## config.mk

```make
export PLATFORM = sky130hd
export DESIGN_NAME = mux_arbiter
export DESIGN_NICKNAME = d
export VERILOG_FILES = /design/src/rtl/mux_arbiter_pkg.sv /design/src/rtl/mux_arbiter_fourto1mux.sv /design/src/rtl/mux_arbiter.sv
export SDC_FILE = /design/constraint.sdc
export NUM_CORES = 1
export LEC_CHECK = 0
export ABC_AREA = 0
export CORE_UTILIZATION = 23
export DETAILED_ROUTE_END_ITERATION = 7
export GPL_ROUTABILITY_DRIVEN = 1
export PLACE_DENSITY = 0.85
export SLEW_MARGIN = 10
export SYNTH_ARGS = -nofsm -noshare
export SYNTH_HDL_FRONTEND = slang
export SYNTH_SLANG_ARGS = --single-unit
```

## constraint.sdc

```tcl
create_clock -name clk -period 1.7 [get_ports clk]
set_input_delay 0.425 -clock clk [delete_from_list [all_inputs] [get_ports clk]]
set_output_delay 0.425 -clock clk [all_outputs]
set_load 0.01 [all_outputs]
```

## src/rtl/mux_arbiter_pkg.sv

```systemverilog
// Shared types and constants for the 4-requester round-robin mux arbiter.
package mux_arbiter_pkg;

  localparam int N_REQ         = 4;
  localparam int DEFAULT_WIDTH = 32;

  typedef enum logic {
    IDLE  = 1'b0,
    GRANT = 1'b1
  } arb_state_e;

  // First set request bit found searching ptr, ptr+1, ... modulo N_REQ.
  function automatic logic [1:0] rr_pick(input logic [3:0] req, input logic [1:0] ptr);
    logic [1:0] idx;
    logic [1:0] pick;
    logic       found;
    pick  = ptr;
    found = 1'b0;
    for (int i = 0; i < N_REQ; i++) begin
      idx = ptr + 2'(i);
      if (!found && req[idx]) begin
        pick  = idx;
        found = 1'b1;
      end
    end
    return pick;
  endfunction

endpackage

```

## src/rtl/mux_arbiter_fourto1mux.sv

```systemverilog
// Plain 4:1 data multiplexer used as the arbiter data path.
module fourto1mux #(
  parameter int WIDTH = 32
) (
  input  logic [1:0]       i_sel,
  input  logic [WIDTH-1:0] i_a,
  input  logic [WIDTH-1:0] i_b,
  input  logic [WIDTH-1:0] i_c,
  input  logic [WIDTH-1:0] i_d,
  output logic [WIDTH-1:0] o_data
);

  // Select one of four inputs by index.
  always_comb begin
    case (i_sel)
      2'd0:    o_data = i_a;
      2'd1:    o_data = i_b;
      2'd2:    o_data = i_c;
      2'd3:    o_data = i_d;
      default: o_data = i_a;
    endcase
  end

endmodule

```

## src/rtl/mux_arbiter.sv

```systemverilog
// Round-robin 4-way arbiter driving a 4:1 data mux, one idle cycle between grants.
// Optional per-grant burst limit enabled by defining BURST_LIMIT_EN.
module mux_arbiter
  import mux_arbiter_pkg::*;
#(
  parameter int WIDTH     = DEFAULT_WIDTH,
  parameter int MAX_BURST = 4
) (
  input  logic             clk,
  input  logic             reset,
  input  logic [3:0]       req,
  input  logic [WIDTH-1:0] in_a,
  input  logic [WIDTH-1:0] in_b,
  input  logic [WIDTH-1:0] in_c,
  input  logic [WIDTH-1:0] in_d,
  input  logic             out_ready,
  output logic [3:0]       gnt,
  output logic [1:0]       sel,
  output logic [WIDTH-1:0] out_data,
  output logic             out_valid,
  output logic             busy
);

  generate
    if (MAX_BURST < 1 || MAX_BURST > 15) begin : g_bad_burst
      $error("mux_arbiter: MAX_BURST must be in 1..15");
    end
  endgenerate

  arb_state_e r_state;
  logic [3:0] r_gnt;
  logic [1:0] r_sel;
  logic [1:0] r_ptr;
  logic [1:0] w_pick;
  logic       w_owner_req;
  logic       w_release;

  assign w_pick      = rr_pick(req, r_ptr);
  assign w_owner_req = req[r_sel];

`ifdef BURST_LIMIT_EN
  logic [3:0] r_beat_cnt;
  logic       w_beat;

  assign w_beat    = out_valid & out_ready;
  // The beat that reaches MAX_BURST ends the grant just like a dropped request.
  assign w_release = !w_owner_req || (w_beat && (r_beat_cnt == 4'(MAX_BURST - 1)));

  // Beats taken by the current owner; cleared whenever the grant ends.
  always_ff @(posedge clk) begin
    if (reset) begin
      r_beat_cnt <= 4'd0;
    end else if (r_state == GRANT && w_release) begin
      r_beat_cnt <= 4'd0;
    end else if (r_state == GRANT && w_beat) begin
      r_beat_cnt <= r_beat_cnt + 4'd1;
    end else begin
      r_beat_cnt <= r_beat_cnt;
    end
  end
`else
  logic w_unused_ready;

  assign w_unused_ready = out_ready;
  assign w_release      = !w_owner_req;
`endif

  // Arbitration FSM; sel survives release so out_data keeps the last owner.
  always_ff @(posedge clk) begin
    if (reset) begin
      r_state <= IDLE;
      r_gnt   <= 4'b0000;
      r_sel   <= 2'd0;
      r_ptr   <= 2'd0;
    end else begin
      case (r_state)
        IDLE: begin
          if (|req) begin
            r_state <= GRANT;
            r_sel   <= w_pick;
            r_gnt   <= 4'b0001 << w_pick;
          end
        end
        GRANT: begin
          if (w_release) begin
            r_state <= IDLE;
            r_gnt   <= 4'b0000;
            r_ptr   <= r_sel + 2'd1;
          end
        end
        default: begin
          r_state <= IDLE;
          r_gnt   <= 4'b0000;
        end
      endcase
    end
  end

  assign gnt       = r_gnt;
  assign sel       = r_sel;
  assign busy      = (r_state == GRANT);
  assign out_valid = |(r_gnt & req);

  fourto1mux #(
    .WIDTH (WIDTH)
  ) u_mux (
    .i_sel  (r_sel),
    .i_a    (in_a),
    .i_b    (in_b),
    .i_c    (in_c),
    .i_d    (in_d),
    .o_data (out_data)
  );

endmodule

```

Word level (Yosys, flattened, before mapping):

Cells that the tools add are included.

* add/sub/neg operators: 4
* order comparisons: 5
* equality and inequality tests: 5
* shifts and indexed selects: 1
* muxes and demuxes: 23
* bitwise gates (word level): 3
* reductions and logical operators: 12

Operator list (number)
* $pmux W32 S4: 1
* $lt A2 B3 Y1 const B: 5
* $bmux W1 S2: 5
* $mux W1: 10
* $mux W4: 2
* $pmux W4 S2: 1
* $reduce_or A4 Y1: 2
* $mux W2: 3
* $reduce_and A2 Y1: 3
* $add A2 B1 Y2 const B: 2
* $add A2 B2 Y2 const B: 2
* $and A4 B4 Y4: 1
* $eq A2 B2 Y1 const B: 2
* $ne A2 B2 Y1 const B: 2
* $shl A1 B2 Y4 const A: 1
* $logic_and A1 B1 Y1: 3
* $logic_not A1 Y1: 3
* $eq A2 B1 Y1 const B: 1
* $logic_not A2 Y1: 1
* $not A1 Y1: 2
* $pmux W1 S2: 1

* flip-flop bits (word level): 9
* output and inout bits: 40
* logic and storage cells: 57

Logic depth before layout (Yosys ltp):

* depth after elaboration: 15
* mapped depth: 6
* depth with buffers taken out: 5

Cells and area by module:

Synthesis repeated with hierarchy kept, for this count alone.

* cells, all modules: 99
* area, all modules: 1306.3 µm²

Modules (own cells, without submodules)
* fourto1mux: instances 1, cells an instance 39, area an instance 814.5 µm², sequential area each 0.0 µm²
* mux_arbiter: instances 1, cells an instance 60, area an instance 491.7 µm², sequential area each 180.2 µm²

Worst setup path before layout:

Ideal clock, no wire load.

* path kind: register to output
* start: register r_sel[0] (netlist: sel[0])
* end: output port out_data[0]
* arrival: 1631 ps
* required time: 1275 ps
* setup slack: -356 ps
* stages on the path, launching flop included: 6
* buffers on the path: 2
* cells stage by stage: dfxtp_1 > inv_1 > ha_1 > clkbuf_1 > clkbuf_1 > mux2i_1

* word-level cells in the longest chain between the ends: 2

RTL lines
* start, declared: RTL line mux_arbiter.sv:32 `logic [1:0] r_sel;`
* start signal, assigned: RTL line mux_arbiter.sv:80 `r_sel <= w_pick;`
* $eq A2 B2 Y1 (tied with other cells): RTL line mux_arbiter_fourto1mux.sv:15 `case (i_sel)`
* $pmux W32 S4 *: RTL line mux_arbiter_fourto1mux.sv:15
* end, declared: RTL line mux_arbiter.sv:19 `output logic [WIDTH-1:0] out_data,`

Every way passes the cells marked *; elsewhere a longest branch is shown, timed or not.

Final worst setup path:

* start: register r_sel[0] (netlist: sel[0])
* end: output port out_data[18]

Same word-level chain as after synthesis.

==> flow_metrics.py <==
metrics = {
    "sta": {
        "clock-skew-final_ns": 0.00121,
        "layout_setup_ws_ns": -0.428,
        "finalCritPeriodShare": 1.25,
        "slew_headroom": 0.703,
        "worstMarginPinSlew_ns": 0.445,
        "finalCriticalPeriod_ns": 2.13,
        "finalMaxSlewViolations": 0,
        "rsz0062_at_grt": "true",
        "fmax_ghz": 0.470,
        "hold_violations": 0,
        "hold_ws_ns": 0.474,
        "setup_violations": 32,
    },
    "routing": {
        "wire_per_inst_um": 17.4,
        "met3_length_um": 612,
        "routed_wl_um": 7880,
        "wl_met2_um": 3970,
        "topRoutingLayerUsed": "met4",
        "dr.pass1.iters": 8,
        "wirelength_met1_um": 3070,
        "postRouteAntennaNets": 0,
        "vias": 2303,
        "viasPerCell": 5.07,
        "drt_iter0_drc": 154,
        "drc": 7,
    },
    "power_and_ir_drop": {
        "swShare": 0.328,
        "switching_power_uw": 558,
        "p_per_area_nw_per_um2": 461,
        "clkPwrFrac": 0.147,
        "irDropWorstVdd_v": 0.000472,
        "combPwrFrac": 0.705,
        "seqPwrFrac": 0.148,
        "p_leak_uw": 0.00167,
        "p_int_uw": 1140,
        "total_power_uw": 1700,
    },
    "final_layout": {
        "drive_above_1_share": 0.301,
        "multiInputGateArea_um2": 1140,
        "antenna_cells": 0,
        "regArea_um2": 189,
        "fin_nets": 522,
        "n_fill_cell": 488,
        "syn_to_final_growth_pct": 170,
        "fin_util": 0.658,
        "layout_common_cells": "134 x clkdlybuf4s50_1, 33 x buf_2, 32 x a222oi_1, 32 x inv_1, 21 x buf_4",
        "final_common_cell": "clkdlybuf4s50_1",
    },
    "floorplan": {
        "fp.dieH_um": 79.0,
        "ios": 175,
        "start_util": 0.243,
        "rows": 27,
        "fp.coreArea_um2": 5610,
        "die_w_um": 79.0,
        "dieArea_um2": 6240,
    },
    "critical_path": {
        "critPathArrivalTime_ns": 1.70,
        "reg2reg_from": "sel[1]$_SDFFE_PP0P_",
        "crit_required_ns": 1.27,
        "r2r_slack_ns": 0.15,
        "startpoint_type": "register",
        "timing.rr.end": "gnt[3]$_SDFFE_PP0P_",
        "crit_fanout": 26,
        "crit_chain": "ha_4 > buf_12 > a222oi_1 > mux2i_2 > buf_2",
        "cp-startpoint": "sel[0]$_SDFFE_PP0P_",
        "critical_path_class": "reg2out",
        "cp-endpoint": "out_data[18]",
        "rr_worst_depth": 6,
        "crit_path_end_kind": "primary output",
        "crit_family": "compound AO/OA/AOI/OAI gates",
        "critPathMaxStageDelay_ns": 0.47,
        "worstSetupPathDepth": 5,
        "slowest_stage": "a222oi_1",
        "crit_buf_inv": 2,
    },
    "global_routing": {
        "grt_pass1_vias": 2359,
        "grt.overflow.total": 0,
        "grt_pass1_wl_um": 11500,
        "grtUsageTotal": 0.234,
        "grt_antenna_before_repair": 0,
        "grt_max_degree": 27,
    },
    "clock_tree": {
        "cts_tree": "done",
        "hold_buffers": 0,
        "clk_latency_ns": 0.23,
        "cts_root_buf": "clkbuf_8",
        "path_clk_slew_ns": 0.04,
        "cts_made_buffers": 3,
        "cts_buffer_depth": 2,
        "htree_levels": 1,
        "clock_sinks": 9,
    },
    "placement": {
        "dpl.hpwl_um": 5750,
        "gp_congestion": 0.772,
        "portBuffers": 173,
        "dp_slack_ns": -0.663,
    },
    "logic_synthesis": {
        "ys_seq_area_frac": 0.132,
        "synthAdderAreaFrac": 0.0367,
        "muxShareOfSynthArea": 0.266,
        "avgSynthCellArea_um2": 7.71,
        "synth_compound_area_frac": 0.326,
        "netlist_area_um2": 1360,
        "synth_xor_area_frac": 0,
        "synth_nets": 316,
        "synthSimpleGateAreaFrac": 0.100,
        "yosysWarnings": 0,
        "ys_ff_latch": 9,
        "syn_inst": 177,
        "synth_top_family_by_area": "compound AO/OA/AOI/OAI gates",
        "ys_types": 30,
    },
    "worst_hold_path": {
        "hold_path.class": "reg2reg",
    },
    "status": {
        "status": "finished with violations",
        "violations": "design-rule violations, negative setup slack",
    },
    "job": {
        "maxCapViolCount": 0,
    },
}
-- worst min path at each step --
| stage | endpoint | slack [ns] | start | cells after the start |
|---|---|---|---|---|
| floorplan | gnt[0]$_SDFFE_PP0P_ | 0.49 | gnt[0]$_SDFFE_PP0P_ | 2 |
| global placement | gnt[1]$_SDFFE_PP0P_ | 0.46 | gnt[1]$_SDFFE_PP0P_ | 2 |
| detailed placement | gnt[2]$_SDFFE_PP0P_ | 0.47 | gnt[2]$_SDFFE_PP0P_ | 2 |
| CTS | gnt[2]$_SDFFE_PP0P_ | 0.48 | gnt[2]$_SDFFE_PP0P_ | 2 |
| global route | gnt[2]$_SDFFE_PP0P_ | 0.50 | gnt[2]$_SDFFE_PP0P_ | 2 |
| finish | gnt[2]$_SDFFE_PP0P_ | 0.47 | gnt[2]$_SDFFE_PP0P_ | 2 |
-- power groups by stage --
stage	logic (uW)	clock network (uW)	registers [uW]
CTS	1170	257	251
floorplan	434	0	253
finish	1200	251	252
global placement	1100	0	248
detailed placement	1110	0	249
global route	1280	273	254
-- routing by layer --
metal	GRT usage	vias up
li1	-	1097
met1	0.273	1074
met2	0.434	114
met3	0.0322	18
met4	0.0745	0
met5	0	-
-- cell usage after synthesis --
library cell,n,share of area
nand2b_1,2,0.0092
o21a_1,1,0.0055
inv_1,34,0.094
inv_2,1,0.0027
clkbuf_1,11,0.030
dfxtp_1,9,0.13
o211a_1,1,0.0073
nor3_1,1,0.0037
a21oi_1,6,0.022
nor2_1,7,0.019
nand3b_1,2,0.011
o22ai_1,1,0.0046
o21ai_0,2,0.0073
or3_1,1,0.0046
a22oi_1,2,0.011
a222oi_1,32,0.23
o41ai_2,1,0.012
ha_1,4,0.037
o211ai_1,1,0.0055
nand2_1,9,0.025
buf_1,2,0.0055
mux2i_1,34,0.25
nor2_2,1,0.0046
nor2b_1,4,0.018
buf_2,2,0.0073
o21bai_1,1,0.0055
o21ai_1,1,0.0037
a32oi_1,1,0.0064
nor4_1,1,0.0046
mux2_2,2,0.017
-- worst min-delay path: cells and delay by family (launching register included) --
family | cells | cell delay [ns]
flip-flops | 1 | 0.32
AND/OR/NAND/NOR | 1 | 0.06
AO/OA/AOI/OAI | 1 | 0.05
-- registers in the layout (all words and copies together), names as in the netlist --
signal,flops
busy,1
gnt,4
sel,2
r_ptr,2
-- cell type report --
class	count	area share
Clock buffer	4	0.0122
Tap cell	72	0.0244
Inverter	35	0.0370
Sequential cell	9	0.0512
Timing Repair Buffer	216	0.565
Multi-Input combinational cell	118	0.310
-- metrics by stage --
stage                     TNS (ns)  instance area, um2  std cells
after CTS                   -11.43                3610        450
after global routing        -13.06                3690        454
after floorplan            -0.0755                1460        177
after detailed placement    -20.13                3440        431
after global placement      -19.20                3440        431
final                       -10.55                3690        454
-- repair_timing --
action,in CTS,in global routing
gates resized for setup,169,7
setup endpoints to repair,40,39
pin swaps,35,27
setup buffers,14,3
hold endpoints to repair,0,0
cloned,1,3
-- cell families after synthesis --
logic type | count (synthesis)
mux | 36
buf+inv | 50
flops | 9
fa+ha+maj | 4
compound gates | 50
simple gates | 28
No activity file was read; power rests on OpenSTA's default activity.
